**src/rtl/brlite_local_ni_pkg.sv**
```systemverilog
// brlite_local_ni_pkg: BrLite flit/service types and the local NI FSM state types.
package brlite_local_ni_pkg;
  localparam int BR_ID_W = 8;
  localparam int BR_PAYLOAD_W = 16;
  typedef enum logic [1:0] {
    BR_SVC_TGT   = 2'd0,
    BR_SVC_MON   = 2'd1,
    BR_SVC_ALL   = 2'd2,
    BR_SVC_CLEAR = 2'd3
  } br_svc_t;
  typedef logic [BR_ID_W-1:0] br_id_t;
  typedef logic [BR_PAYLOAD_W-1:0] br_payload_t;
  typedef struct packed {
    logic [15:0] seq_source;
    logic [15:0] seq_target;
    br_svc_t     service;
    br_payload_t payload;
    br_id_t      id;
  } br_data_t;
  typedef enum logic [1:0] {TX_IDLE = 2'd0, TX_REQ = 2'd1, TX_RELEASE = 2'd2} br_ni_tx_state_t;
  typedef enum logic {RX_IDLE = 1'b0, RX_ACK = 1'b1} br_ni_rx_state_t;
endpackage

```
**src/rtl/brlite_local_ni_fifo.sv**
```systemverilog
// brlite_ni_fifo: synchronous FIFO for received flits.
//   i_push/i_data  write side (ignored when full, or when full and popping)
//   i_pop/o_data   read side (head, zero when empty)
//   o_full/o_empty/o_count  occupancy
module brlite_ni_fifo
  import brlite_local_ni_pkg::*;
#(
  parameter int  DEPTH = 4,
  parameter type T     = br_data_t,
  localparam int AW    = $clog2(DEPTH)
) (
  input  logic        clk_i,
  input  logic        rst_ni,
  input  logic        i_push,
  input  T            i_data,
  input  logic        i_pop,
  output T            o_data,
  output logic        o_full,
  output logic        o_empty,
  output logic [AW:0] o_count
);
  T r_mem [DEPTH];
  logic [AW-1:0] r_wr, r_rd;
  logic [AW:0] r_count;
  logic w_push, w_pop;
  assign o_full  = r_count == (AW+1)'(DEPTH);
  assign o_empty = r_count == '0;
  assign o_count = r_count;
  assign o_data  = o_empty ? T'('0) : r_mem[r_rd];
  assign w_pop   = i_pop && !o_empty;
  assign w_push  = i_push && !o_full;
  always_ff @(posedge clk_i or negedge rst_ni)
    if (!rst_ni) begin
      r_wr    <= '0;
      r_rd    <= '0;
      r_count <= '0;
    end else begin
      r_wr    <= r_wr + AW'(w_push);
      r_rd    <= r_rd + AW'(w_pop);
      r_count <= r_count + (AW+1)'(w_push) - (AW+1)'(w_pop);
    end
  always_ff @(posedge clk_i)
    if (w_push) r_mem[r_wr] <= i_data;
endmodule

```
**src/rtl/brlite_local_ni.sv**
```systemverilog
// brlite_local_ni: PE-side network interface on a BrLite router LOCAL port.
//   tx_*     PE message in (valid/ready), stamped with SEQ_ADDRESS and a wrapping id
//   br_*_o   req/ack injection into the router LOCAL input, gated by br_local_busy_i
//   br_*_i   req/ack delivery from the router LOCAL output
//   rx_*     buffered received flits to the PE (valid/ready, occupancy)
module brlite_local_ni
  import brlite_local_ni_pkg::*;
#(
  parameter logic [15:0] SEQ_ADDRESS = 16'h0,
  parameter int          RX_DEPTH    = 4
) (
  input  logic                      clk_i,
  input  logic                      rst_ni,
  input  logic                      tx_valid_i,
  output logic                      tx_ready_o,
  input  br_svc_t                   tx_service_i,
  input  logic [15:0]               tx_target_i,
  input  br_payload_t               tx_payload_i,
  output br_id_t                    tx_id_o,
  output logic                      rx_valid_o,
  input  logic                      rx_ready_i,
  output br_data_t                  rx_data_o,
  output logic [$clog2(RX_DEPTH):0] rx_count_o,
  output br_data_t                  br_flit_o,
  output logic                      br_req_o,
  input  logic                      br_ack_i,
  input  logic                      br_local_busy_i,
  input  br_data_t                  br_flit_i,
  input  logic                      br_req_i,
  output logic                      br_ack_o
);
  br_ni_tx_state_t r_tx_state;
  br_ni_rx_state_t r_rx_state;
  br_data_t r_flit;
  br_id_t r_id_cnt, r_tx_id;
  logic w_accept, w_capture, w_push, w_full, w_empty;
  assign tx_ready_o = r_tx_state == TX_IDLE && !br_local_busy_i;
  assign w_accept   = tx_valid_i && tx_ready_o;
  assign br_req_o   = r_tx_state == TX_REQ;
  assign br_flit_o  = r_flit;
  assign tx_id_o    = r_tx_id;
  // CLEAR messages complete the valid/ready handshake but are never injected.
  always_ff @(posedge clk_i or negedge rst_ni)
    if (!rst_ni) begin
      r_tx_state <= TX_IDLE;
      r_flit     <= '0;
      r_id_cnt   <= '0;
      r_tx_id    <= '0;
    end else begin
      case (r_tx_state)
        TX_IDLE:
          if (w_accept && tx_service_i != BR_SVC_CLEAR) begin
            r_flit     <= '{seq_source: SEQ_ADDRESS, seq_target: tx_target_i,
                            service: tx_service_i, payload: tx_payload_i, id: r_id_cnt};
            r_tx_id    <= r_id_cnt;
            r_id_cnt   <= r_id_cnt + 1'b1;
            r_tx_state <= TX_REQ;
          end
        TX_REQ:     if (br_ack_i) r_tx_state <= TX_RELEASE;
        TX_RELEASE: if (!br_ack_i) r_tx_state <= TX_IDLE;
        default:    r_tx_state <= TX_IDLE;
      endcase
    end
  // Capture only from RX_IDLE: the router still holds req during our ack cycle.
  assign w_capture = r_rx_state == RX_IDLE && br_req_i && !w_full;
  assign w_push    = w_capture && br_flit_i.service != BR_SVC_CLEAR;
  assign br_ack_o  = r_rx_state == RX_ACK;
  assign rx_valid_o = !w_empty;
  always_ff @(posedge clk_i or negedge rst_ni)
    if (!rst_ni) r_rx_state <= RX_IDLE;
    else r_rx_state <= w_capture ? RX_ACK : RX_IDLE;
  brlite_ni_fifo #(.DEPTH(RX_DEPTH), .T(br_data_t)) u_fifo (
    .clk_i   (clk_i),
    .rst_ni  (rst_ni),
    .i_push  (w_push),
    .i_data  (br_flit_i),
    .i_pop   (rx_ready_i),
    .o_data  (rx_data_o),
    .o_full  (w_full),
    .o_empty (w_empty),
    .o_count (rx_count_o)
  );
endmodule

```
**config.mk**
```make
export PLATFORM = sky130hd
export DESIGN_NAME = brlite_local_ni
export DESIGN_NICKNAME = d
export VERILOG_FILES = /design/src/rtl/brlite_local_ni_pkg.sv /design/src/rtl/brlite_local_ni_fifo.sv /design/src/rtl/brlite_local_ni.sv
export SDC_FILE = /design/constraint.sdc
export NUM_CORES = 1
export LEC_CHECK = 0
export ABC_CLOCK_PERIOD_IN_PS = 6100
export CAP_MARGIN = 10
export CELL_PAD_IN_SITES_DETAIL_PLACEMENT = 0
export CELL_PAD_IN_SITES_GLOBAL_PLACEMENT = 2
export CORE_MARGIN = 2
export CORE_UTILIZATION = 33
export DETAILED_ROUTE_END_ITERATION = 7
export PLACE_DENSITY_LB_ADDON = 0.1
export SYNTH_ARGS = -nofsm -noshare
export SYNTH_HDL_FRONTEND = slang
export SYNTH_SLANG_ARGS = --single-unit
```
**constraint.sdc**
```tcl
create_clock -name clk_i -period 6.1 [get_ports clk_i]
set_input_delay 0.61 -clock clk_i [delete_from_list [all_inputs] [get_ports clk_i]]
set_output_delay 0.61 -clock clk_i [all_outputs]
set_load 0.05 [all_outputs]
```
**Word level (Yosys, flattened, before mapping)**

Memories as Yosys holds them, arrays and structs flattened.
Cells that the tools add are included.

- Add/subtract/negate cells: 5
- $mul: 0
- Divide/modulo/power cells: 0
- $lt $le $gt $ge: 0
- Equal/unequal tests: 8
- Shift-type cells: 0
- Muxes and demuxes: 8
- Bitwise logic cells: 1
- Reductions and logical operators: 15

Operators with widths:

| operator | count |
|---|---|
| 58-bit 2-to-1 mux | 1 |
| 8-bit by 1-bit adder with 8-bit output (second input constant) | 1 |
| 1-bit logical AND | 8 |
| 2-bit 2-to-1 mux | 3 |
| 2-bit inequality test (second input constant) | 3 |
| 2-bit case mux with 3 select lines | 1 |
| 2-bit by 1-bit adder with 2-bit output | 2 |
| 2-bit by 1-bit inequality test with 1-bit output (second input constant) | 2 |
| 3-bit by 1-bit adder with 3-bit output | 1 |
| 3-bit == test (second input constant) | 1 |
| 1-bit logical NOT | 3 |
| 3-bit logical NOT | 1 |
| 1-bit 2-to-1 mux | 3 |
| 3-bit AND reduction | 1 |
| 3-bit by 1-bit subtractor with 3-bit output | 1 |
| 2-bit by 1-bit == test with 1-bit output (second input constant) | 1 |
| 2-bit == test (second input constant) | 1 |
| 2-bit logical NOT | 1 |
| 2-bit AND reduction | 1 |
| 1-bit inverter | 1 |

- Register bits: 60
- Bits in latches: 0
- Memory bits (writable): 232
- Memory bits (read-only): 0
- Output and inout bits: 131
- Memories: 1

Memories:

| memory | words | bits a word | read ports | clocked after Yosys merged registers in | write ports | line | source |
|---|---|---|---|---|---|---|---|
| u_fifo.r_mem | 4 | 58 | 1 | 0 | 1 | brlite_local_ni_fifo.sv:22 | `T r_mem [DEPTH];` |

**Depth between registers and ports, before layout**

- Word-level depth: 7
- Gate-level depth with buffers: 9
- Gate-level depth less buffers: 8

**By module**

A second synthesis with hierarchy kept.

- Cells, all modules: 552
- Area total of the unflattened synthesis: 11,552.3 um^2

Modules (own cells, without submodules):

| module | instances | cells each | area an instance (um^2) | sequential area each (um^2) |
|---|---|---|---|---|
| brlite_ni_fifo | 1 | 397 | 9,141.3 | 7,141.8 |
| brlite_local_ni | 1 | 155 | 2,411.1 | 1,326.3 |

**Worst setup path before layout**

OpenSTA, ideal clock, no wires.

- Path kind: register to register
- Start point: reg u_fifo.r_count[1] (netlist: u_fifo.o_count[1])
- End point: mem u_fifo.r_mem[1][0] (netlist bit) (enable)
- Library setup time: 557 ps
- Arrival: 5,553 ps
- Data required time: 5,543 ps
- Setup slack: -10 ps
- Stages on the path, launching flop included: 5
- Path buffers: 0
- Cells stage by stage: dfrtp_1 inv_1 a311oi_1 nand2_1 nor3b_1

- Word-level cells in the longest chain between the ends: 7

Ends and longest elaborated chain:

| what | line | source |
|---|---|---|
| start, declared | brlite_local_ni_fifo.sv:24 | `logic [AW:0] r_count;` |
| start signal, assigned | brlite_local_ni_fifo.sv:40 | `r_count <= r_count + (AW+1)'(w_push) - (AW+1)'(w_pop);` |
| 3-bit == test | brlite_local_ni_fifo.sv:26 | `assign o_full = r_count == (AW+1)'(DEPTH);` |
| 1-bit logical NOT | brlite_local_ni.sv:65 | `assign w_capture = r_rx_state == RX_IDLE && br_req_i && !w_full;` |
| 1-bit logical AND | brlite_local_ni.sv:65 |  |
| named net w_capture | brlite_local_ni.sv:36 | `logic w_accept, w_capture, w_push, w_full, w_empty;` |
| 1-bit logical AND | brlite_local_ni.sv:66 | `assign w_push = w_capture && br_flit_i.service != BR_SVC_CLEAR;` |
| 1-bit logical AND | brlite_local_ni_fifo.sv:31 | `assign w_push = i_push && !o_full;` |
| 1-bit 2-to-1 mux | brlite_local_ni_fifo.sv:43 | `if (w_push) r_mem[r_wr] <= i_data;` |
| 1-bit 2-to-1 mux (not written as such) | brlite_local_ni_fifo.sv:43 |  |
| end, declared | brlite_local_ni_fifo.sv:22 |  |

The timed path passes the listed nets, and every way through them passes these cells.

==> out/summary.txt <==
status: finished clean
post-synthesis cell type count: 28
number of warnings issued by yosys: 0
Rows: 67
CTS tree: built
Final Cycle Share: 67.43%
FILL cells: 2,993
CORE AREA: 33,700 um2
critical path required time: 5.49 ns
placed cells: 1,279
post-synthesis area per instance: 17.56 um2
Layout area overhead: 33.08%
Post-synth top flop: edfxtp_1
routed vias/inst: 4.535
worst-margin pin slew: 1.204 ns
max-slew violations: 0
commonest cells after routing, fill and taps aside: edfxtp_1, clkdlybuf4s50_1, nand2_1
Peak Freq: 0.2431 GHz
clock tree sinks: 292
hpwl dp: 15.27 mm
Non-Filler Instances: 1,337
nets: 969
Multi-input gate area: 2581 um2
critical path type: reg2out
die area: 35,810 um2
vias in the first global route: 6,567
most common cell after layout, fill and taps aside: edfxtp_1
ant diodes: 0
clock buffer count from CTS: 31
initial antenna violation count: 0
Residual DRC: 0
Cell Area, Placed: 13,880 um2
final worst slack: 1.987 ns
peak supply drop: 0.2873 mV
worst relative slew slack: 19.72%
# resized after CTS: 0
RSZ-0062 raised after global routing: false
worst hold path type: in2async
Final Critical Period: 4.113 ns
first-pass GRT wire length: 37.89 mm
Startpoint Class: flop
Fin. Hold Viols: 0
Max-Cap Viols: 0
initial drt markers: 281
Die Y: 189.2 um
register area: 8473 um2
Initial Util: 33.60%
Setup WS pre-CTS: 2.456 ns
clock skew: 0.01522 ns
sequential fraction of the synthesis area: 74.78%
Detail Route Antenna Nets: 0
chip width: 189.2 um
Total GRT Usage: 13.72%
ys async rst share: 20.55%
Avg WL per Cell: 18.61 um
Post-Syn Area: 11,320 um2
total global routing overflow: 0
Clk Latency, worst-skew pair: 0.55 ns
Setup crit end kind: primary output
Design Area, Final: 15,070 um2
Post-CTS Setup Repair Bufs: 0
gpl congestion: 0.7120
layout cells sized above 1: 14.96%
Post-Syn Instances: 645
Port Buffers: 213
Post-synth EDFFs: 232
pwr dens: 558.4 nW/um2
1st-pass router iterations: 4
Vias: 6,063
leakage power: 5.440 nW
final wirelength: 24.89 mm
clk buf depth: 3
Seq cells post-synth: 292
Total Power: 0.008415 W
final setup vio count: 0
crit path DAT: 3.50 ns
htree depth: 1
Root Buffer Master: clkbuf_16
# IOs: 230
crit-path max FO: 41
largest net degree at the start of global routing: 61
clock-pin slew on the worst setup and hold paths: 0.06 ns
# hold bufs at CTS: 0
==> synthesized netlist by cell type (3+ instances only) <==
| cell type | instances | area [um2] |
|---|---|---|
| inv_1 | 9 | 33.78 |
| xor2_1 | 5 | 43.79 |
| xnor2_1 | 6 | 52.55 |
| buf_6 | 3 | 33.78 |
| nor3_1 | 3 | 15.01 |
| nor2b_1 | 59 | 369.1 |
| buf_2 | 13 | 65.06 |
| nand2_1 | 135 | 506.7 |
| ha_1 | 5 | 62.56 |
| mux4_2 | 58 | 1306 |
| dfrtp_1 | 60 | 1501 |
| edfxtp_1 | 232 | 6967 |
| clkbuf_1 | 11 | 41.29 |
| buf_4 | 25 | 187.7 |
==> sequential cells by signal, indices dropped and copies added (netlist names) <==
| signal | count |
|---|---|
| r_id_cnt | 8 |
| u_fifo.r_wr | 2 |
| u_fifo.r_rd | 2 |
| u_fifo.o_count | 3 |
| tx_id_o | 8 |
| u_fifo.r_mem | 232 |
| r_tx_state | 2 |
| br_flit_o | 34 |
| br_ack_o | 1 |
==> layout make-up <==
class                   instances  share of cell area (%)
flip-flops and latches        292                   56.23
multi-input cells             305                   17.13
repair buffers                225                   14.80
clock buffers                  34                   5.223
well taps                     448                   3.720
clock inverters                24                   2.682
inverters                       9                  0.2242
==> worst paths after layout <==
path	cells past startpoint	slack (ns)	end	startpoint
setup reg to reg	5	3.22	u_fifo.r_mem[3][3]	u_fifo.o_count[0]
hold / removal	2	0.23	br_flit_o[23]	rst_ni
setup / recovery	4	1.99	rx_data_o[52]	u_fifo.r_rd[0]
hold reg to reg	2	0.47	br_flit_o[9]	br_flit_o[9]
min in group clk_i	2	0.47	br_flit_o[9]	br_flit_o[9]
max in group asynchronous	2	5.25	u_fifo.r_rd[0]	rst_ni
==> critical path, stage by stage (launching register included) <==
cell and delay (ns):
dfrtp_4 0.99, buf_4 0.51, mux4_2 0.56, nor2b_1 0.15
clkdlybuf4s50_1 0.72
==> through the flow <==
step / utilization [%] / hold slack, ns / TNS, ns
final: 44.72 / 0.2320 / 0
after detailed placement: 41.18 / 0.4604 / 0
after floorplan: - / 0.3144 / -0.2997
after CTS: 44.72 / 0.2472 / 0
after global routing: 44.72 / 0.2935 / 0
after global placement: 41.18 / 0.4598 / 0
==> metal layers <==
metal	vias up	wire length, um	global-route usage [%]
li1	2763	-	-
met1	3077	10560	17.50
met2	188	11990	23.19
met3	35	1971	3.967
met4	0	368	3.220
met5	-	0	0
==> cell families after synthesis <==
kind of cell	share of synthesized area, %
compound gates	0.2321
fa+ha+maj	0.7293
flops	74.78
mux	11.54
buf+inv	3.260
xor+xnor	0.8508
simple gates	8.575
other cells	0.03312
==> where the power goes <==
group / total (W) / switching [W] / internal, W
combinational: 0.00347 / 0.00217 / 0.00130
clock: 0.00217 / 0.000772 / 0.00139
sequential: 0.00278 / 0.000288 / 0.00249
Power figures use the tool's default switching activity.
